File: src/rtl/dmem_burst_pkg.sv
// Shared widths and FSM state encoding for the data-memory burst master.
package dmem_burst_pkg;

    localparam int unsigned ADDR_W        = 16;
    localparam int unsigned DATA_W        = 64;
    localparam int unsigned LEN_W         = 8;
    localparam int unsigned MEM_WORDS_DEF = 49152;

    typedef enum logic [2:0] {
        ST_IDLE  = 3'd0,
        ST_WR    = 3'd1,
        ST_RD    = 3'd2,
        ST_DRAIN = 3'd3,
        ST_DONE  = 3'd4
    } state_e;

endpackage

File: src/rtl/burst_fifo.sv
// First-word-fall-through synchronous FIFO; DEPTH must be a power of two >= 2.
module burst_fifo #(
    parameter int unsigned WIDTH = 64,
    parameter int unsigned DEPTH = 4
) (
    input  logic                     clk,
    input  logic                     rst_n,
    input  logic                     push,
    input  logic                     pop,
    input  logic [WIDTH-1:0]         din,
    output logic [WIDTH-1:0]         dout,
    output logic [$clog2(DEPTH):0]   count,
    output logic                     empty,
    output logic                     full
);

    localparam int unsigned PTR_W = $clog2(DEPTH);
    localparam int unsigned CNT_W = PTR_W + 1;

    logic [WIDTH-1:0] mem_q [DEPTH];
    logic [PTR_W-1:0] wr_ptr;
    logic [PTR_W-1:0] rd_ptr;
    logic             do_push;
    logic             do_pop;

    assign empty   = (count == '0);
    assign full    = (count == CNT_W'(DEPTH));
    assign do_pop  = pop && !empty;
    assign do_push = push && (!full || do_pop);
    assign dout    = mem_q[rd_ptr];

    // Storage is cleared on reset so the head reads as zero while empty.
    always_ff @(posedge clk or negedge rst_n) begin
        if (!rst_n) begin
            wr_ptr <= '0;
            rd_ptr <= '0;
            count  <= '0;
            for (int i = 0; i < int'(DEPTH); i++) begin
                mem_q[i] <= '0;
            end
        end else begin
            if (do_push) begin
                mem_q[wr_ptr] <= din;
                wr_ptr        <= wr_ptr + PTR_W'(1);
            end
            if (do_pop) begin
                rd_ptr <= rd_ptr + PTR_W'(1);
            end
            case ({do_push, do_pop})
                2'b10:   count <= count + CNT_W'(1);
                2'b01:   count <= count - CNT_W'(1);
                default: count <= count;
            endcase
        end
    end

endmodule

File: src/rtl/dmem_burst_master.sv
// Burst initiator for the 64-bit data memory: one command becomes len word accesses.
// Optional counters perf_words/perf_stalls are built when DMEM_BURST_PERF_EN is defined.
module dmem_burst_master
    import dmem_burst_pkg::*;
#(
    parameter int unsigned RD_FIFO_DEPTH = 4,
    parameter int unsigned MEM_WORDS     = MEM_WORDS_DEF
) (
    input  logic              clk,
    input  logic              rst_n,
    input  logic              cmd_valid,
    output logic              cmd_ready,
    input  logic              cmd_write,
    input  logic [ADDR_W-1:0] cmd_base,
    input  logic [LEN_W-1:0]  cmd_len,
    input  logic              wdata_valid,
    output logic              wdata_ready,
    input  logic [DATA_W-1:0] wdata,
    output logic              rdata_valid,
    input  logic              rdata_ready,
    output logic [DATA_W-1:0] rdata,
    output logic [ADDR_W-1:0] mem_address,
    output logic [DATA_W-1:0] mem_inputData,
    output logic              mem_writeEnable,
    input  logic [DATA_W-1:0] mem_out,
    output logic              busy,
    output logic              done,
    output logic              err
`ifdef DMEM_BURST_PERF_EN
    ,
    output logic [31:0]       perf_words,
    output logic [31:0]       perf_stalls
`endif
);

    localparam int unsigned CNT_W = $clog2(RD_FIFO_DEPTH) + 1;
    localparam int unsigned CRD_W = CNT_W + 1;
    localparam int unsigned SUM_W = ADDR_W + 1;

    state_e            state;
    state_e            state_nx;
    logic [ADDR_W-1:0] base_q;
    logic [LEN_W-1:0]  len_q;
    logic [LEN_W-1:0]  idx_q;
    logic              err_q;
    logic              rd_v1;
    logic              rd_v2;
    logic [CNT_W-1:0]  fifo_count;
    logic              fifo_empty;
    logic              fifo_full;
    logic [SUM_W-1:0]  cmd_end;
    logic [CRD_W-1:0]  credit_used;
    logic              cmd_illegal;
    logic              cmd_fire;
    logic              wr_fire;
    logic              rd_issue;
    logic              rd_pop;
    logic              last_idx;

    assign cmd_end     = SUM_W'(cmd_base) + SUM_W'(cmd_len);
    assign cmd_illegal = (cmd_len == '0) || (cmd_end > SUM_W'(MEM_WORDS));
    assign cmd_fire    = (state == ST_IDLE) && cmd_valid;
    assign wr_fire     = (state == ST_WR) && wdata_valid;
    assign last_idx    = (idx_q == len_q - LEN_W'(1));

    // Reads still in the memory pipeline hold a FIFO slot, so the buffer cannot overflow.
    assign credit_used = CRD_W'(fifo_count) + CRD_W'(rd_v1) + CRD_W'(rd_v2);
    assign rd_issue    = (state == ST_RD) && !fifo_full
                         && (credit_used < CRD_W'(RD_FIFO_DEPTH));
    assign rd_pop      = rdata_ready && !fifo_empty
                         && ((state == ST_RD) || (state == ST_DRAIN));

    assign cmd_ready   = (state == ST_IDLE);
    assign wdata_ready = (state == ST_WR);
    assign busy        = (state != ST_IDLE);
    assign done        = (state == ST_DONE);
    assign err         = (state == ST_DONE) && err_q;
    assign rdata_valid = !fifo_empty;

    always_ff @(posedge clk or negedge rst_n) begin
        if (!rst_n) begin
            state <= ST_IDLE;
        end else begin
            state <= state_nx;
        end
    end

    always_comb begin
        state_nx = state;
        unique case (state)
            ST_IDLE: begin
                if (cmd_valid) begin
                    if (cmd_illegal)    state_nx = ST_DONE;
                    else if (cmd_write) state_nx = ST_WR;
                    else                state_nx = ST_RD;
                end
            end
            ST_WR:    if (wr_fire && last_idx)  state_nx = ST_DONE;
            ST_RD:    if (rd_issue && last_idx) state_nx = ST_DRAIN;
            // Finish on the cycle that pops the final buffered word.
            ST_DRAIN: if (!rd_v1 && !rd_v2
                          && (fifo_empty || ((fifo_count == CNT_W'(1)) && rd_pop)))
                          state_nx = ST_DONE;
            ST_DONE:  state_nx = ST_IDLE;
            default:  state_nx = ST_IDLE;
        endcase
    end

    // Command latch, word index and registered memory-port drive.
    always_ff @(posedge clk or negedge rst_n) begin
        if (!rst_n) begin
            base_q          <= '0;
            len_q           <= '0;
            idx_q           <= '0;
            err_q           <= 1'b0;
            rd_v1           <= 1'b0;
            rd_v2           <= 1'b0;
            mem_address     <= '0;
            mem_inputData   <= '0;
            mem_writeEnable <= 1'b0;
        end else begin
            rd_v1           <= rd_issue;
            rd_v2           <= rd_v1;
            mem_writeEnable <= wr_fire;
            if (cmd_fire) begin
                base_q <= cmd_base;
                len_q  <= cmd_len;
                idx_q  <= '0;
                err_q  <= cmd_illegal;
            end
            if (wr_fire) begin
                mem_address   <= base_q + ADDR_W'(idx_q);
                mem_inputData <= wdata;
                idx_q         <= idx_q + LEN_W'(1);
            end else if (rd_issue) begin
                mem_address <= base_q + ADDR_W'(idx_q);
                idx_q       <= idx_q + LEN_W'(1);
            end
        end
    end

    burst_fifo #(
        .WIDTH (DATA_W),
        .DEPTH (RD_FIFO_DEPTH)
    ) u_rd_fifo (
        .clk   (clk),
        .rst_n (rst_n),
        .push  (rd_v2),
        .pop   (rd_pop),
        .din   (mem_out),
        .dout  (rdata),
        .count (fifo_count),
        .empty (fifo_empty),
        .full  (fifo_full)
    );

`ifdef DMEM_BURST_PERF_EN
    logic word_moved;
    logic burst_active;

    assign word_moved   = wr_fire || rd_pop;
    assign burst_active = (state == ST_WR) || (state == ST_RD) || (state == ST_DRAIN);

    // Saturating activity counters.
    always_ff @(posedge clk or negedge rst_n) begin
        if (!rst_n) begin
            perf_words  <= '0;
            perf_stalls <= '0;
        end else begin
            if (word_moved && (perf_words != '1)) begin
                perf_words <= perf_words + 32'd1;
            end
            if (burst_active && !word_moved && (perf_stalls != '1)) begin
                perf_stalls <= perf_stalls + 32'd1;
            end
        end
    end
`endif

endmodule

File: config.mk
export PLATFORM = sky130hd
export DESIGN_NAME = dmem_burst_master
export DESIGN_NICKNAME = d
export VERILOG_FILES = /design/src/rtl/dmem_burst_pkg.sv /design/src/rtl/burst_fifo.sv /design/src/rtl/dmem_burst_master.sv
export SDC_FILE = /design/constraint.sdc
export NUM_CORES = 1
export LEC_CHECK = 0
export CORE_ASPECT_RATIO = 1.1
export CORE_MARGIN = 2
export CORE_UTILIZATION = 55
export DETAILED_ROUTE_END_ITERATION = 10
export GPL_ROUTABILITY_DRIVEN = 0
export PLACE_DENSITY = 0.88
export SLEW_MARGIN = 0
export SYNTH_ARGS = -nofsm -noshare
export SYNTH_HDL_FRONTEND = slang
export SYNTH_SLANG_ARGS = --single-unit
export TNS_END_PERCENT = 50
File: constraint.sdc
create_clock -name clk -period 5.04 [get_ports clk]
set_input_delay 0.504 -clock clk [delete_from_list [all_inputs] [get_ports clk]]
set_output_delay 0.504 -clock clk [all_outputs]
set_load 0.05 [all_outputs]
Word level (Yosys, flattened, before mapping)
Index checks and enable logic that the tools add are counted.

storage, ports and cells
  flip-flop bits (word level) = 382
  input bits = 158
  output and inout port bits = 151

cells by class
  add/sub/neg operators = 10
  magnitude comparators = 5
  equality and inequality tests = 13
  muxes and demuxes = 19
  bitwise logic cells = 2
  reductions and logical operators = 31

operators by type and width
  kind                  count
  $bwmux 256            1
  $mux 64               3
  $bmux 64 s2           1
  $demux 64 s2          1
  $mux 16               2
  $mux 8                3
  $add 16x8->17         1
  $gt 17x16->1 const B  1
  $add 16x8->16         1
  $logic_and 1x1->1     15
  $mux 3                5
  $pmux 3 s4            1
  $add 8x1->8 const B   1
  $eq 8x8->1            1
  $logic_not 8->1       1
  $sub 8x1->8 const B   1
  $eq 3x1->1 const B    2
  $eq 3x2->1 const B    2
  $eq 3x3->1 const B    2
  $ge 3x3->1 const B    2
  $logic_not 3->1       2
  $ne 2x1->1 const B    3
  $not 2->3             2
  $pmux 3 s2            1
  other kinds (16)      25

Logic depth before layout (Yosys ltp)
Gate-level depths: netlist of the first run.

  depth after elaboration = 9
  depth in mapped cells = 11
  mapped depth without buffers = 10

By module
Synthesis of the first run repeated with hierarchy kept, for this count alone.

second synthesis, totals
  cell total of the unflattened synthesis = 1229
  area, all modules = 17583.1 µm²

by module, submodules not included
  module             instances  cells an instance  area each (µm²)  sequential area each (µm²)
  burst_fifo         1          655                11548.6          6581.3
  dmem_burst_master  1          574                6034.5           2977.9

Least setup slack after synthesis of the first run
Ideal clock, no wire load.

  path type = register to register
  from = register state[0]
  to = register mem_inputData[14]
  library setup time = 0.125 ns
  arrival time = 2.945 ns
  path slack = 1.970 ns
  stages on the path, launching flop included = 7
  buffers on the path = 2
  path through = dfrtp_1 -> inv_1 -> nor3_1 -> and2_0 -> clkbuf_1 -> clkbuf_1 -> mux2_2

on the way
  cells in the longest elaborated chain, start to end = 2

ends and longest elaborated chain
  what                    RTL line                  text
  start, declared         dmem_burst_master.sv:40   state_e state;
  start signal, assigned  dmem_burst_master.sv:84   state <= state_nx;
  $eq 3x1->1              --
  named net wdata_ready   dmem_burst_master.sv:17   output logic wdata_ready,
  $logic_and 1x1->1       dmem_burst_master.sv:63   assign wr_fire = (state == ST_WR) && wdata_valid;
  end signal, assigned    dmem_burst_master.sv:133  mem_inputData <= wdata;
  end, declared           dmem_burst_master.sv:23   output logic [DATA_W-1:0] mem_inputData,

The timed path passes the listed nets, and every way through them passes these cells.
A chain may end at the register's enable or synchronous reset.

Final worst setup path of the first run
  from = register u_rd_fifo.rd_ptr[1]
  to = output rdata[50]

on the way
  cells in the longest elaborated chain, start to end = 4

ends and longest elaborated chain
  what                                         RTL line                 text
  start, declared                              burst_fifo.sv:22         logic [PTR_W-1:0] rd_ptr;
  start signal, assigned                       burst_fifo.sv:47         rd_ptr <= rd_ptr + PTR_W'(1);
  $not 2->3 (implied by the code)              burst_fifo.sv:30         assign dout = mem_q[rd_ptr];
  $bmux 64 s2                                  burst_fifo.sv:30
  $mux 64 (implied by the code) (2 in series)  burst_fifo.sv:30
  end, declared                                dmem_burst_master.sv:21  output logic [DATA_W-1:0] rdata,

No other way between the ends. The select of a mux whose other input is x is not followed.

==> results of run 1 <==
-- logic make-up (layout without fill, tap and decap cells) --
logic type,count (synthesis),in the layout,synth area share (%)
xor+xnor,29,29,1.477
buf+inv,84,414,2.051
flops,382,382,55.58
fa+ha+maj,30,30,2.270
simple gates,187,187,4.903
mux,390,390,29.70
other cells,0,2,0
compound gates,106,106,4.023
-- registers in the layout, indices dropped and copies added (netlist names) --
name / cells
err_q: 1
base_q: 16
mem_inputData: 64
u_rd_fifo.mem_q: 256
rd_v1: 1
u_rd_fifo.wr_ptr: 2
rd_v2: 1
mem_writeEnable: 1
idx_q: 8
state: 3
u_rd_fifo.count: 3
len_q: 8
u_rd_fifo.rd_ptr: 2
mem_address: 16
-- worst min path at each step --
stage          slack [ps]   from                   end  cells past startpoint
3_5_place_dp          380  rd_v1                 rd_v2                      0
2_1_floorplan         210  rst_n             base_q[0]                      0
3_3_place_gp          380  rd_v1                 rd_v2                      0
4_1_cts                90  rst_n  u_rd_fifo.mem_q[201]                      1
6_report               30  rst_n  u_rd_fifo.mem_q[202]                      1
5_1_grt                90  rst_n  u_rd_fifo.mem_q[137]                      1
-- where the power goes --
part           switching (mW)  internal (mW)
combinational            5.05           3.74
sequential              0.944           4.56
clock                    1.20           1.98
total                    7.19           10.3
-- routing by layer --
metal	vias to the layer above	GRT usage, %
met2	380	44.98
met4	2	7.890
met3	72	4.880
met1	5764	30.91
met5	-	0
li1	4994	-
-- placed cells by master (no fill, tap or decap), types with 3 or more instances in the layout --
| cell type | synthesis | routed |
|---|---|---|
| sky130_fd_sc_hd__a211oi_1 | 6 | 6 |
| sky130_fd_sc_hd__a21o_1 | 6 | 6 |
| sky130_fd_sc_hd__a21oi_1 | 21 | 21 |
| sky130_fd_sc_hd__a31oi_1 | 8 | 8 |
| sky130_fd_sc_hd__and2_1 | 7 | 3 |
| sky130_fd_sc_hd__and2_2 | 0 | 5 |
| sky130_fd_sc_hd__and3_1 | 5 | 5 |
| sky130_fd_sc_hd__buf_12 | 0 | 4 |
| sky130_fd_sc_hd__buf_4 | 0 | 10 |
| sky130_fd_sc_hd__bufinv_16 | 0 | 7 |
| sky130_fd_sc_hd__clkbuf_1 | 22 | 5 |
| sky130_fd_sc_hd__clkbuf_16 | 0 | 41 |
| sky130_fd_sc_hd__clkbuf_8 | 0 | 9 |
| sky130_fd_sc_hd__clkdlybuf4s50_1 | 0 | 307 |
| sky130_fd_sc_hd__clkinv_2 | 0 | 6 |
| sky130_fd_sc_hd__dfrtp_1 | 382 | 380 |
| sky130_fd_sc_hd__ha_1 | 28 | 28 |
| sky130_fd_sc_hd__inv_1 | 21 | 21 |
| sky130_fd_sc_hd__mux2_2 | 323 | 323 |
| sky130_fd_sc_hd__mux2i_1 | 3 | 3 |
| sky130_fd_sc_hd__mux4_2 | 64 | 64 |
| sky130_fd_sc_hd__nand2_1 | 95 | 95 |
| sky130_fd_sc_hd__nand2b_1 | 4 | 4 |
| sky130_fd_sc_hd__nand3_1 | 9 | 9 |
| sky130_fd_sc_hd__nand4_1 | 6 | 6 |
| sky130_fd_sc_hd__nor2_1 | 32 | 32 |
| sky130_fd_sc_hd__nor2b_1 | 5 | 5 |
| sky130_fd_sc_hd__nor3_1 | 7 | 7 |
| sky130_fd_sc_hd__nor4_1 | 3 | 3 |
| sky130_fd_sc_hd__o21a_1 | 4 | 4 |
| sky130_fd_sc_hd__o21ai_0 | 36 | 36 |
| sky130_fd_sc_hd__o31ai_1 | 3 | 3 |
| sky130_fd_sc_hd__or2_2 | 3 | 3 |
| sky130_fd_sc_hd__or3_1 | 4 | 4 |
| sky130_fd_sc_hd__xnor2_1 | 15 | 15 |
| sky130_fd_sc_hd__xor2_1 | 14 | 14 |
-- stage by stage --
stage	cells	power [mW]	hold WS [ps]
2_1_floorplan	1208	11.51	208.4
3_3_place_gp	1881	14.01	375.7
3_5_place_dp	1881	14.33	382.2
4_1_cts	1952	17.61	90.74
5_1_grt	1953	18.25	92.41
6_report	1954	17.47	29.64
-- area by class of cell --
cell class	instances	area [sq um]
Multi-Input combinational cell	742	7295
Tap cell	414	518.0
Antenna cell	2	5.005
Timing Repair Buffer	322	3243
Fill cell	1995	8461
Clock inverter	16	265.3
Clock buffer	55	1169
Sequential cell	382	9564
Inverter	21	78.83
==> impl_metrics.sql, run 1 <==
INSERT INTO impl_metrics (metric_group, metric, value, unit) VALUES
('detailed_routing', 'drcViolationCount', '0', ''),
('min_path', 'hold_path.class', 'in2async', ''),
('floorplan', 'start_util', '56.21', '%'),
('detailed_routing', 'routedLengthMet1', '15890', 'um'),
('cts', 'cts.repair.resized', '0', ''),
('pwr', 'power.density', '789.1', 'mW/mm^2'),
('worst_setup_path', 'crit_path_start', 'u_rd_fifo.rd_ptr[1]', ''),
('logic_synthesis', 'async_flop_share', '100.0', '%'),
('sta', 'measured_slew_at_the_worst_slew_check_pin', '976.0', 'ps'),
('cts', 'cts.clk_slew.worst_paths', '60', 'ps'),
('sta', 'worst_slack', '1467', 'ps'),
('logic_synthesis', 'yosysUniqueCellTypes', '53', ''),
('logic_synthesis', 'synth_largest_area_cell', 'sky130_fd_sc_hd__dfrtp_1', ''),
('final_layout', 'finished_layout_cell_area', '0.02214', 'sq mm'),
('detailed_routing', 'num_vias', '11212', ''),
('final_layout', 'drive_gt1_share', '31.47', '%'),
('cts', 'clkSinkCount', '382', ''),
('worst_setup_path', 'worst-path-max-fanout', '33', ''),
('worst_setup_path', 'r2r_setup_slack', '1980', 'ps'),
('global_routing', 'gr-total-overflow', '0', ''),
('floorplan', 'dieArea', '0.03271', 'sq mm'),
('global_routing', 'grt_first_pass_wirelength', '65450', 'um'),
('worst_setup_path', 'reg2reg_to', 'state[0]', ''),
('cts', 'clock_insertion_delay_worst_skew', '550', 'ps'),
('final_layout', 'area_added_between_synthesis_and_finish', '28.70', '%'),
('worst_setup_path', 'reg2regPathDepth', '9', ''),
('worst_setup_path', 'critical_path_buf_inv_count', '2', ''),
('logic_synthesis', 'leading_cell_type_by_number_of_instances_after_synthesis', 'sky130_fd_sc_hd__dfrtp_1', ''),
('floorplan', 'ioPinCount', '309', ''),
('global_routing', 'number_of_antenna_violations_at_the_first_check_in_global_routing', '3', ''),
('status', 'outcome', 'finished clean', ''),
('logic_synthesis', 'synthesis.area_per_instance', '14.24', 'sq um'),
('worst_setup_path', 'crit_path_start_kind', 'flop', ''),
('placed_design', 'place_area', '0.02070', 'sq mm'),
('logic_synthesis', 'yosys_warnings', '0', ''),
('detailed_routing', 'route.met2.wl', '21330', 'um'),
('worst_setup_path', 'endpoint_kind', 'primary output', ''),
('worst_setup_path', 'cp.arrival', '3070', 'ps'),
('worst_setup_path', 'worstSetupPathType', 'reg2out', ''),
('detailed_routing', 'drt_iter0_markers', '634', ''),
('final_layout', 'layout.core_utilization', '72.35', '%'),
('cts', 'clock_tree_root', 'sky130_fd_sc_hd__clkbuf_16', ''),
('sta', 'rsz0062_at_grt', 'false', ''),
('logic_synthesis', 'ys_ff_latch', '382', ''),
('floorplan', 'die-height', '189.5', 'um'),
('detailed_routing', 'routedWlPerCell', '20.72', 'um'),
('cts', 'cts_inserted_buffers', '40', ''),
('global_routing', 'grt_util_all_layers', '25.14', '%'),
('placed_design', 'dp_slack', '1129', 'ps'),
('worst_setup_path', 'timing.critical_path.slowest_cell_delay', '920', 'ps'),
('sta', 'slew_headroom', '33.25', '%'),
('worst_setup_path', 'critical_path.top_delay_family', 'buffers and inverters', ''),
('logic_synthesis', 'yosysTopAreaCellShare', '55.58', '%'),
('sta', 'slew_violations', '0', ''),
('worst_setup_path', 'reg2reg_from', 'len_q[0]', ''),
('logic_synthesis', 'ys_top_cells_by_count', '382 x sky130_fd_sc_hd__dfrtp_1, 323 x sky130_fd_sc_hd__mux2_2, 95 x sky130_fd_sc_hd__nand2_1', ''),
('logic_synthesis', 'synthesis.instances', '1208', ''),
('sta', 'worst_case_clock_skew', '15.71', 'ps'),
('detailed_routing', 'top_layer_used', 'met5', ''),
('final_layout', 'fin_nets', '1697', ''),
('cts', 'ctsLongestPathBuffers', '3', ''),
('sta', 'setup_viol', '0', ''),
('sta', 'hold_viol_final', '0', ''),
('logic_synthesis', 'post_synthesis_instance_area', '0.01720', 'sq mm'),
('worst_setup_path', 'cp_cell_sequence', 'buf_4, mux4_2, clkdlybuf4s50_1', ''),
('cts', 'postCtsHoldBufs', '0', ''),
('logic_synthesis', 'synth_ff_type', 'sky130_fd_sc_hd__dfrtp_1', ''),
('detailed_routing', 'drt_first_pass_iters', '8', ''),
('global_routing', 'grt_pass1_vias', '12176', ''),
('logic_synthesis', 'synth_edf_count', '0', ''),
('detailed_routing', 'vias_per_cell', '5.738', '');
(Power assumes the default switching activity.)
==> inputs of run 2 (changes only) <==
--- a/config.mk
+++ b/config.mk
@@ -7,10 +7,10 @@
 export LEC_CHECK = 0
 export CORE_ASPECT_RATIO = 1.1
 export CORE_MARGIN = 2
-export CORE_UTILIZATION = 55
+export CORE_UTILIZATION = 48
 export DETAILED_ROUTE_END_ITERATION = 10
 export GPL_ROUTABILITY_DRIVEN = 0
-export PLACE_DENSITY = 0.88
+export PLACE_DENSITY = 0.82
 export SLEW_MARGIN = 0
 export SYNTH_ARGS = -nofsm -noshare
 export SYNTH_HDL_FRONTEND = slang
==> constraint.sdc (replaced) <==
create_clock -name clk -period 2.9 [get_ports clk]
set_input_delay 0.29 -clock clk [delete_from_list [all_inputs] [get_ports clk]]
set_output_delay 0.29 -clock clk [all_outputs]
set_load 0.05 [all_outputs]
==> run 2 against run 1 <==
Worst setup slack got worse by 1400 ps. Via count increased by 1.5%. Clock power increased by 71%. Clock skew about the same. Cell area increased by 2.8%. Critical endpoint is now rdata[63]. Largest cell class unchanged. Largest power group unchanged.
==> impl_metrics.sql, run 2 (synthesized netlist as in run 1, its figures left out) <==
INSERT INTO impl_metrics (metric_group, metric, value, unit) VALUES
('pwr', 'clock_power_share', '18.1', '%'),
('sta', 'setup_viol', '0', ''),
('sta', 'rsz0062_at_grt', 'false', ''),
('floorplan', 'rows', '72', ''),
('detailed_routing', 'detail_route.wirelength', '40960', 'um'),
('final_layout', 'post_layout_nonfiller_instances', '2076', ''),
('final_layout', 'layout_commonest_cell', 'sky130_fd_sc_hd__dfrtp_1', ''),
('sta', 'clock.fmax', '353.2', 'MHz'),
('cts', 'clkSinkCount', '382', ''),
('worst_setup_path', 'endpoint_kind', 'primary output', ''),
('cts', 'clock_tree_root', 'sky130_fd_sc_hd__clkbuf_16', ''),
('detailed_routing', 'routedWlPerCell', '19.73', 'um'),
('floorplan', 'dieArea', '0.03737', 'sq mm'),
('global_routing', 'grt_util_all_layers', '21.88', '%'),
('pwr', 'power.leakage', '9.967', 'nW'),
('global_routing', 'grt_pass1_vias', '12209', ''),
('pwr', 'vdd.ir_drop.worst', '0.7584', 'mV'),
('floorplan', 'start_util', '48.83', '%'),
('detailed_routing', 'drt_first_pass_iters', '5', ''),
('global_routing', 'gr-total-overflow', '0', ''),
('global_routing', 'number_of_antenna_violations_at_the_first_check_in_global_routing', '3', ''),
('pwr', 'power_frac_comb', '50.2', '%'),
('final_layout', 'layout_common_cells', '380 x sky130_fd_sc_hd__dfrtp_1, 323 x sky130_fd_sc_hd__mux2_2, 249 x sky130_fd_sc_hd__clkdlybuf4s50_1', ''),
('floorplan', 'design.core.area', '0.03522', 'sq mm'),
('min_path', 'hold_path.class', 'in2async', ''),
('sta', 'hold_viol_final', '0', ''),
('run', 'max_cap_viols', '0', ''),
('final_layout', 'layout_top_registers', 'u_rd_fifo.mem_q: 256 flops, mem_inputData: 64 flops', ''),
('worst_setup_path', 'cp.arrival', '2540', 'ps'),
('cts', 'cts_inserted_buffers', '41', ''),
('placed_design', 'port_buffers', '308', ''),
('worst_setup_path', 'reg2reg_to', 'mem_address[14]', ''),
('final_layout', 'fin_nets', '1753', ''),
('cts', 'cts.clk_slew.worst_paths', '60', 'ps'),
('cts', 'postCtsSetupBuffers', '0', ''),
('global_routing', 'maximum_number_of_pins_on_one_net_before_global_route_repair', '82', ''),
('detailed_routing', 'num_vias', '11378', ''),
('pwr', 'cellInternalPower', '17.47', 'mW'),
('placed_design', 'dp_slack', '-551.1', 'ps'),
('pwr', 'total_switching_power', '12.52', 'mW'),
('worst_setup_path', 'critical_path_required', '2610', 'ps'),
('sta', 'slew_headroom', '40.19', '%'),
('detailed_routing', 'drt_iter0_markers', '452', ''),
('floorplan', 'ioPinCount', '309', ''),
('final_layout', 'drive_gt1_share', '34.23', '%'),
('final_layout', 'regMostFlops', 'u_rd_fifo.mem_q', ''),
('detailed_routing', 'drcViolationCount', '0', ''),
('final_layout', 'layout.core_utilization', '64.59', '%'),
('pwr', 'seq_power_share', '31.6', '%'),
('detailed_routing', 'antenna_violating_nets_post_route', '0', ''),
('final_layout', 'area_added_between_synthesis_and_finish', '32.27', '%'),
('worst_setup_path', 'crit_path_start_kind', 'flop', ''),
('pwr', 'power.density', '1318', 'mW/mm^2'),
('sta', 'worst_case_clock_skew', '15.82', 'ps'),
('worst_setup_path', 'r2r_setup_slack', '220', 'ps'),
('pwr', 'power.switching_fraction', '41.73', '%'),
('sta', 'timing.setup.tns', '0', 'ps'),
('final_layout', 'largest_reg_flops', '256', ''),
('floorplan', 'die-height', '202.5', 'um'),
('sta', 'slew_violations', '0', ''),
('cts', 'ctsLongestPathBuffers', '3', ''),
('cts', 'clock_insertion_delay_worst_skew', '550', 'ps'),
('placed_design', 'placed_cells', '2002', ''),
('placed_design', 'hpwl', '28100', 'um'),
('worst_setup_path', 'worstSetupPathType', 'reg2out', ''),
('status', 'outcome', 'finished clean', ''),
('detailed_routing', 'vias_per_cell', '5.481', ''),
('sta', 'worst_slack', '68.74', 'ps'),
('sta', 'fin_worst_hold_slack', '349.8', 'ps'),
('worst_setup_path', 'worst-path-max-fanout', '16', ''),
('sta', 'fin_crit', '2831', 'ps'),
('worst_setup_path', 'reg2regPathDepth', '10', ''),
('sta', 'fin_crit_sh', '97.63', '%'),
('cts', 'cts_tree', 'yes', ''),
('floorplan', 'die_x', '184.5', 'um'),
('cts', 'clock_tree.htree_level_count', '2', ''),
('sta', 'measured_slew_at_the_worst_slew_check_pin', '895.0', 'ps'),
('global_routing', 'grt_first_pass_wirelength', '64840', 'um'),
('worst_setup_path', 'reg2reg_from', 'base_q[0]', '');
run 2: cell types whose count changed in the layout (fill, tap and decap cells not counted), moves of 2 or more:
| cell | change |
|---|---|
| sky130_fd_sc_hd__a2111oi_2 | -2 |
| sky130_fd_sc_hd__buf_4 | +47 |
| sky130_fd_sc_hd__clkinv_2 | -3 |
| sky130_fd_sc_hd__dlymetal6s2s_1 | +3 |
| sky130_fd_sc_hd__clkbuf_8 | +3 |
| sky130_fd_sc_hd__buf_12 | +11 |
| sky130_fd_sc_hd__bufinv_16 | -3 |
| sky130_fd_sc_hd__clkdlybuf4s50_1 | -58 |
| sky130_fd_sc_hd__dlygate4sd2_1 | +51 |
| sky130_fd_sc_hd__a2111oi_4 | +2 |
| sky130_fd_sc_hd__inv_6 | -2 |
run 2: power groups by stage:
stage,logic (mW),clock network (mW),registers [mW]
finish,15.1,5.44,9.48
global route,15.9,5.79,9.79
CTS,15.2,5.58,9.49
detailed placement,15.6,0,9.54
global placement,15.3,0,9.35
floorplan,9.02,0,11.0
run 2: metrics by stage:
step | instance area (sq um) | power [mW]
2_1_floorplan | 17210 | 20.01
3_3_place_gp | 21320 | 24.67
3_5_place_dp | 21320 | 25.14
4_1_cts | 22690 | 30.26
5_1_grt | 22750 | 31.43
6_report | 22750 | 29.99
run 2: layout make-up:
type	count	area [sq um]
well taps	481	601.8
inverters	21	78.83
clock inverters	10	178.9
flip-flops and latches	382	9567
clock buffers	60	1239
multi-input cells	742	7348
fillers	2552	12470
repair buffers	377	3730
diodes	3	7.507
run 2: layer usage:
metal / up-vias / share of wire, % / GRT usage, %
met5: - / 0.061 / 0
met4: 4 / 2.7 / 6.743
met3: 84 / 7.0 / 5.668
met2: 372 / 49 / 36.64
met1: 5810 / 41 / 27.97
li1: 5108 / - / -
run 2: repair_timing:
item / 4_1_cts / 5_1_grt
gates resized for setup: 52 / 10
hold endpoints to repair: 69 / 0
hold buffers: 1 / 0
setup endpoints to repair: 52 / 7
pin swaps: 0 / 4
run 2: critical path, cell delays in order, from the launching register on:
cell	delay, ps
sky130_fd_sc_hd__dfrtp_4	670
sky130_fd_sc_hd__mux4_2	550
sky130_fd_sc_hd__clkdlybuf4s50_1	760
run 2: worst max-delay path by stage:
stage / startpoint / to / cells after the start
CTS: cmd_base[0] / err_q / 11
finish: u_rd_fifo.rd_ptr[0] / rdata[63] / 2
floorplan: u_rd_fifo.count[0] / u_rd_fifo.mem_q[0] / 10
global route: cmd_base[0] / err_q / 11
detailed placement: cmd_base[0] / state[0] / 11
global placement: cmd_base[0] / state[0] / 11
==> inputs of run 3 (changes only) <==
--- a/config.mk
+++ b/config.mk
@@ -7,10 +7,10 @@
 export LEC_CHECK = 0
 export CORE_ASPECT_RATIO = 1.1
 export CORE_MARGIN = 2
-export CORE_UTILIZATION = 48
+export CORE_UTILIZATION = 53
 export DETAILED_ROUTE_END_ITERATION = 10
 export GPL_ROUTABILITY_DRIVEN = 0
-export PLACE_DENSITY = 0.82
+export PLACE_DENSITY = 0.85
 export SLEW_MARGIN = 0
 export SYNTH_ARGS = -nofsm -noshare
 export SYNTH_HDL_FRONTEND = slang
==> constraint.sdc (replaced) <==
create_clock -name clk -period 2.88 [get_ports clk]
set_input_delay 0.288 -clock clk [delete_from_list [all_inputs] [get_ports clk]]
set_output_delay 0.288 -clock clk [all_outputs]
set_load 0.05 [all_outputs]
==> run 3 against run 2 <==
Clock-buffer cell count decreased by 1. Die area shrank 9.2%. Global-route usage is 2.2 points higher.
==> impl_metrics.sql, run 3 (synthesized netlist as in run 1, its figures left out) <==
INSERT INTO impl_metrics (metric_group, metric, value, unit) VALUES
('sta', 'fin_crit', '2862', 'ps'),
('final_layout', 'layout.core_utilization', '70.46', '%'),
('placed_design', 'placed_cells', '1942', ''),
('final_layout', 'layout_commonest_cell', 'sky130_fd_sc_hd__dfrtp_1', ''),
('final_layout', 'multi_input_logic_area', '0.007356', 'sq mm'),
('pwr', 'finalPower', '29.97', 'mW'),
('cts', 'clock_tree.htree_level_count', '2', ''),
('final_layout', 'drive_gt1_share', '33.84', '%'),
('global_routing', 'gr-total-overflow', '0', ''),
('placed_design', 'port_buffers', '308', ''),
('detailed_routing', 'drt_first_pass_iters', '5', ''),
('floorplan', 'ioPinCount', '309', ''),
('pwr', 'clock_power_share', '17.5', '%'),
('final_layout', 'final-seq-area', '0.009564', 'sq mm'),
('pwr', 'seq_power_share', '31.8', '%'),
('final_layout', 'post_layout_nonfiller_instances', '2019', ''),
('worst_setup_path', 'endpoint_kind', 'flop', ''),
('pwr', 'cellInternalPower', '17.38', 'mW'),
('detailed_routing', 'antenna_violating_nets_post_route', '0', ''),
('final_layout', 'area_added_between_synthesis_and_finish', '31.56', '%'),
('cts', 'cts_tree', 'yes', ''),
('worst_setup_path', 'cp.arrival', '3270', 'ps'),
('sta', 'timing.setup.tns', '0', 'ps'),
('cts', 'cts.clk_slew.worst_paths', '60', 'ps'),
('floorplan', 'die_x', '175.8', 'um'),
('pwr', 'power.leakage', '9.907', 'nW'),
('detailed_routing', 'drcViolationCount', '0', ''),
('sta', 'setup_viol', '0', ''),
('worst_setup_path', 'critical_path_required', '3290', 'ps'),
('final_layout', 'fill_cells', '2167', ''),
('sta', 'slew_headroom', '49.42', '%'),
('cts', 'cts_inserted_buffers', '40', ''),
('detailed_routing', 'routedWlPerCell', '20.15', 'um'),
('global_routing', 'number_of_antenna_violations_at_the_first_check_in_global_routing', '4', ''),
('worst_setup_path', 'timing.critical_path.slowest_cell_delay', '580', 'ps'),
('final_layout', 'regMostFlops', 'u_rd_fifo.mem_q', ''),
('final_layout', 'layout_top_registers', 'u_rd_fifo.mem_q: 256 flops, mem_inputData: 64 flops', ''),
('cts', 'ctsLongestPathBuffers', '3', ''),
('final_layout', 'fin_nets', '1747', ''),
('sta', 'fin_worst_hold_slack', '326.7', 'ps'),
('pwr', 'power.switching_fraction', '41.99', '%'),
('pwr', 'power_frac_comb', '50.7', '%'),
('pwr', 'total_switching_power', '12.58', 'mW'),
('sta', 'slew_violations', '0', ''),
('worst_setup_path', 'crit_path_start_kind', 'input port', ''),
('sta', 'measured_slew_at_the_worst_slew_check_pin', '756.8', 'ps'),
('final_layout', 'layout_common_cells', '380 x sky130_fd_sc_hd__dfrtp_1, 323 x sky130_fd_sc_hd__mux2_2, 249 x sky130_fd_sc_hd__clkdlybuf4s50_1', ''),
('global_routing', 'grt_util_all_layers', '24.03', '%'),
('global_routing', 'grt_util_met3', '4.451', '%'),
('global_routing', 'gr-usage-met1', '30.79', '%'),
('cts', 'clkSinkCount', '382', ''),
('detailed_routing', 'num_vias', '11367', ''),
('worst_setup_path', 'critical_path.top_delay_family', 'simple AND/OR/NAND/NOR gates', ''),
('placed_design', 'hpwl', '27390', 'um'),
('floorplan', 'die-height', '192.9', 'um'),
('floorplan', 'start_util', '53.56', '%'),
('global_routing', 'grt_first_pass_wirelength', '64600', 'um'),
('floorplan', 'design.core.area', '0.03212', 'sq mm'),
('global_routing', 'grt_pass1_vias', '12184', ''),
('global_routing', 'maximum_number_of_pins_on_one_net_before_global_route_repair', '74', ''),
('sta', 'worst_case_clock_skew', '22.73', 'ps'),
('sta', 'clock.fmax', '349.4', 'MHz'),
('detailed_routing', 'detail_route.wirelength', '40690', 'um'),
('pwr', 'vdd.ir_drop.worst', '1.199', 'mV'),
('worst_setup_path', 'critical_path_buf_inv_count', '2', ''),
('sta', 'fin_crit_sh', '99.38', '%'),
('detailed_routing', 'drt_iter0_markers', '683', ''),
('pwr', 'power.density', '1324', 'mW/mm^2'),
('status', 'outcome', 'finished clean', ''),
('worst_setup_path', 'worstSetupPathType', 'in2reg', ''),
('run', 'max_cap_viols', '0', ''),
('cts', 'clock_tree_root', 'sky130_fd_sc_hd__clkbuf_16', ''),
('floorplan', 'dieArea', '0.03391', 'sq mm'),
('worst_setup_path', 'cp_cell_sequence', 'clkdlybuf4s50_1, ha_1, fa_1, buf_4, xor2_1, a21oi_1, nand4_1, or4_4, a2111oi_4, a31oi_4, mux2_2', ''),
('floorplan', 'rows', '69', ''),
('cts', 'clock_insertion_delay_worst_skew', '530', 'ps'),
('worst_setup_path', 'crit_path_top_delay_cell', 'sky130_fd_sc_hd__or4_4', ''),
('detailed_routing', 'vias_per_cell', '5.630', ''),
('global_routing', 'top_usage_layer', 'met2', ''),
('final_layout', 'largest_reg_flops', '256', ''),
('worst_setup_path', 'worst-path-max-fanout', '4', ''),
('global_routing', 'global_route.usage.met2', '42.07', '%'),
('min_path', 'hold_path.class', 'in2async', ''),
('sta', 'hold_viol_final', '0', '');
run 3: cell types whose count changed in the layout (fill, tap and decap cells not counted), moves of 2 or more:
| cell | change |
|---|---|
| sky130_fd_sc_hd__dlygate4sd2_1 | +6 |
| sky130_fd_sc_hd__clkbuf_8 | -2 |
| sky130_fd_sc_hd__inv_6 | +2 |
| sky130_fd_sc_hd__dlymetal6s2s_1 | -3 |
| sky130_fd_sc_hd__buf_4 | -12 |
| sky130_fd_sc_hd__clkinv_2 | +3 |
| sky130_fd_sc_hd__clkbuf_1 | +2 |
| sky130_fd_sc_hd__buf_12 | +4 |
run 3: final cells by class:
type	count	share of cell area, %
diodes	3	0.03317
inverters	21	0.3483
clock buffers	59	5.275
well taps	426	2.355
repair buffers	372	16.50
flip-flops and latches	382	42.26
clock inverters	14	0.7133
multi-input cells	742	32.51
run 3: final timing paths:
check | start | endpoint | slack [ps] | depth (start not counted)
worst max-delay path | cmd_base[0] | err_q | 20 | 11
worst min-delay path | rst_n | u_rd_fifo.mem_q[140] | 330 | 2
worst max register to register | len_q[0] | state[0] | 210 | 10
worst min register to register | rd_v1 | rd_v2 | 400 | 0
max in group asynchronous | rst_n | u_rd_fifo.mem_q[176] | 1600 | 4
min in group clk | cmd_base[2] | base_q[2] | 370 | 3
run 3: power by group through the flow:
stage	Clock [mW]	Sequential [mW]	Combinational, mW
after CTS	5.37	9.52	15.3
final	5.26	9.52	15.2
after detailed placement	0	9.55	15.8
after global placement	0	9.34	15.5
after global routing	5.59	9.84	16.0
after floorplan	0	11.1	9.09
run 3: worst reg2reg max path: stages, from the launching register on:
cell	delay, ps
sky130_fd_sc_hd__dfrtp_1	400
sky130_fd_sc_hd__inv_1	100
sky130_fd_sc_hd__ha_1	180
sky130_fd_sc_hd__nor3b_1	400
sky130_fd_sc_hd__mux2_2	240
sky130_fd_sc_hd__a22oi_1	60
sky130_fd_sc_hd__a2111oi_1	530
sky130_fd_sc_hd__buf_4	220
sky130_fd_sc_hd__a21o_1	150
sky130_fd_sc_hd__o2111ai_1	130
sky130_fd_sc_hd__o221ai_1	170
run 3: stage by stage:
stage / setup slack, ps / area (sq um)
6_report: 17.92 / 22630
2_1_floorplan: 180.5 / 17210
3_3_place_gp: -471.9 / 21270
5_1_grt: -68.38 / 22620
3_5_place_dp: -560.6 / 21270
4_1_cts: 31.20 / 22570
run 3: metal layers:
metal | vias to the layer above | wire length (um) | part of all wire [%]
li1 | 5092 | - | -
met1 | 5792 | 16450 | 40
met2 | 375 | 20840 | 51
met3 | 104 | 2184 | 5.4
met4 | 4 | 1187 | 2.9
met5 | - | 27 | 0.066
run 3: timing repair:
action | CTS | global route
hold buffers | 1 | 0
endpoints found under the hold margin | 66 | 0
pin swaps | 0 | 1
endpoints found under the setup margin | 59 | 5
buffers inserted | 0 | 0
resized for setup | 58 | 7
==> patch (flow settings as in run 2) <==
Change the package constant `LEN_W` from 8 to 16.
--- a/src/rtl/dmem_burst_pkg.sv
+++ b/src/rtl/dmem_burst_pkg.sv
@@ -4,5 +4,5 @@
     localparam int unsigned ADDR_W        = 16;
     localparam int unsigned DATA_W        = 64;
-    localparam int unsigned LEN_W         = 8;
+    localparam int unsigned LEN_W         = 16;
     localparam int unsigned MEM_WORDS_DEF = 49152;
 
Interface: changed (resized cmd_len); port bits go from 309 to 317. No check against the original RTL was run, so the function may have changed too.
==> patch against run 2 <==
  * Global-route usage up 0.74 points
  * Cell area up 8.5%
  * Area after synthesis up 9.1%
  * Sequential share of layout area down 1.7 points
  * Sequential cell count up 16
  * Setup slack worse by 0.059 ns
  * Routed wire length up 12%
Power is not compared: it rests on default switching activity, and its combinational part moved more than twofold at a synthesized area within 25%.
==> patch: results (changes against run 2) <==
- Result of the run: finished clean (unchanged).
- The distinct cell type count after synthesis is 70 (was 53).
- Leading post-synthesis cells by instance count: 398 x dfrtp_1, 352 x mux2_2, 64 x mux4_2, 64 x nand2_1, 47 x clkbuf_1 (was 382 x dfrtp_1, 323 x mux2_2, 95 x nand2_1).
- The share of the yosys chip area belonging to registers is 0.531 (was 0.556).
- The data arrival time of the critical path is 3.33 ns (was 2.54 ns).
- The kind of path behind the tightest hold check is in -> reg (was in -> async).
- The compound-gate portion of the synthesized area was 0.0549 (was 0.0402).
- The count of nets after finishing is 1976 (was 1753).
- The worst hold slack was 0.351 ns (was 0.350 ns).
- The synthesized area divided by synthesized cell count came to 13.9 sq um (was 14.2 sq um).
- The largest fanout on the critical path came to 3 (was 16).
- The global-route wire length before repair came to 72.2 mm (was 64.8 mm).
- The non-filler instance count after layout is 2297 (was 2076).
- The number of fillers in the final layout was 2782 (was 2552).
- The total met3 wirelength after detailed routing came to 3.24 mm (was 2.87 mm).
- The synthesized netlist net count is 1561 (was 1396).
- The fraction of layout cells with a size suffix above 1 came to 0.366 (was 0.342).
- The stage delay of the slowest cell on the critical path is 0.43 ns (was 0.76 ns).
- The placement-stage worst setup slack is -0.647 ns (was -0.551 ns).
- The share of the clock period used by the worst path came to 0.997 (was 0.976).
- Top cells by area in the synthesized netlist: dfrtp_1 53%, mux2_2 21%, mux4_2 7.7%, ha_1 2.9%, nand2_1 1.3% (was dfrtp_1 56%, mux2_2 21%, mux4_2 8.4%, nand2_1 2.1%, ha_1 2.0%).
- The total global-route track usage was 0.226 (was 0.219).
- The xor/xnor share of the synthesized area is 0.0163 (was 0.0148).
- The number of vias per cell after detailed routing is 5.60 (was 5.48).
- The cell class contributing the biggest share of worst-path delay is compound AO/OA/AOI/OAI gates (was buffers and inverters).
- The number of buffers added by the clock tree synthesis step is 43 (was 41).
- The count of routing violations after the opening detailed-route iteration is 537 (was 452).
- The cell area after placement is 23200 sq um (was 21300 sq um).
- The maximum number of pins on one net before global-route repair is 106 (was 82).
- The half-perimeter wire length after placement is 31.4 mm (was 28.1 mm).
- The met1 wire length is 18.2 mm (was 16.9 mm).
- The number of placed cells counting well taps is 2212 (was 2002).
[patch: metal layers]
layer | global-route usage | vias to the layer above
li1 | - | 5862
met1 | 0.274 | 6509
met2 | 0.382 | 380
met3 | 0.0648 | 105
met4 | 0.0866 | 2
met5 | 0 | -
[patch: what timing repair did]
action,CTS,global route
endpoints found under the hold margin,95,0
hold buffers,1,0
endpoints found under the setup margin,24,19
resized for setup,23,25
pin swaps,0,16
setup buffers,0,7
[patch: worst paths after layout]
check,startpoint,to,cells past startpoint
worst max-delay path,cmd_base[0],state[2],13
worst min-delay path,wdata[18],mem_inputData[18],2
worst max register to register,len_q[1],state[0],10
worst min register to register,rd_v1,rd_v2,0
max in group asynchronous,rst_n,len_q[5],3
min in group asynchronous,rst_n,u_rd_fifo.mem_q[16],2
[patch: power by group through the flow]
stage / combinational, mW / sequential (mW) / clock [mW]
4_1_cts: 1.70 / 5.78 / 5.34
2_1_floorplan: 0.419 / 6.28 / 0
3_3_place_gp: 1.65 / 5.87 / 0
5_1_grt: 1.82 / 5.80 / 5.58
6_report: 1.71 / 5.78 / 5.20
3_5_place_dp: 1.69 / 5.88 / 0
[patch: area by class of cell]
type,instances,area share
diodes,1,0.000101
clock inverters,6,0.00152
flip-flops and latches,398,0.404
repair buffers,429,0.165
inverters,26,0.00395
well taps,500,0.0253
clock buffers,70,0.0527
multi-input cells,867,0.347
[patch: cell families (layout without fill, tap and decap cells)]
logic type,count (synthesis),in the layout
AOI/OAI and AO/OA,151,151
xor gates and xnor gates,35,35
adders and majority gates,45,45
buffers and inverters,85,531
DFF,398,398
muxes,423,423
other,0,1
and+or+nand+nor,213,213
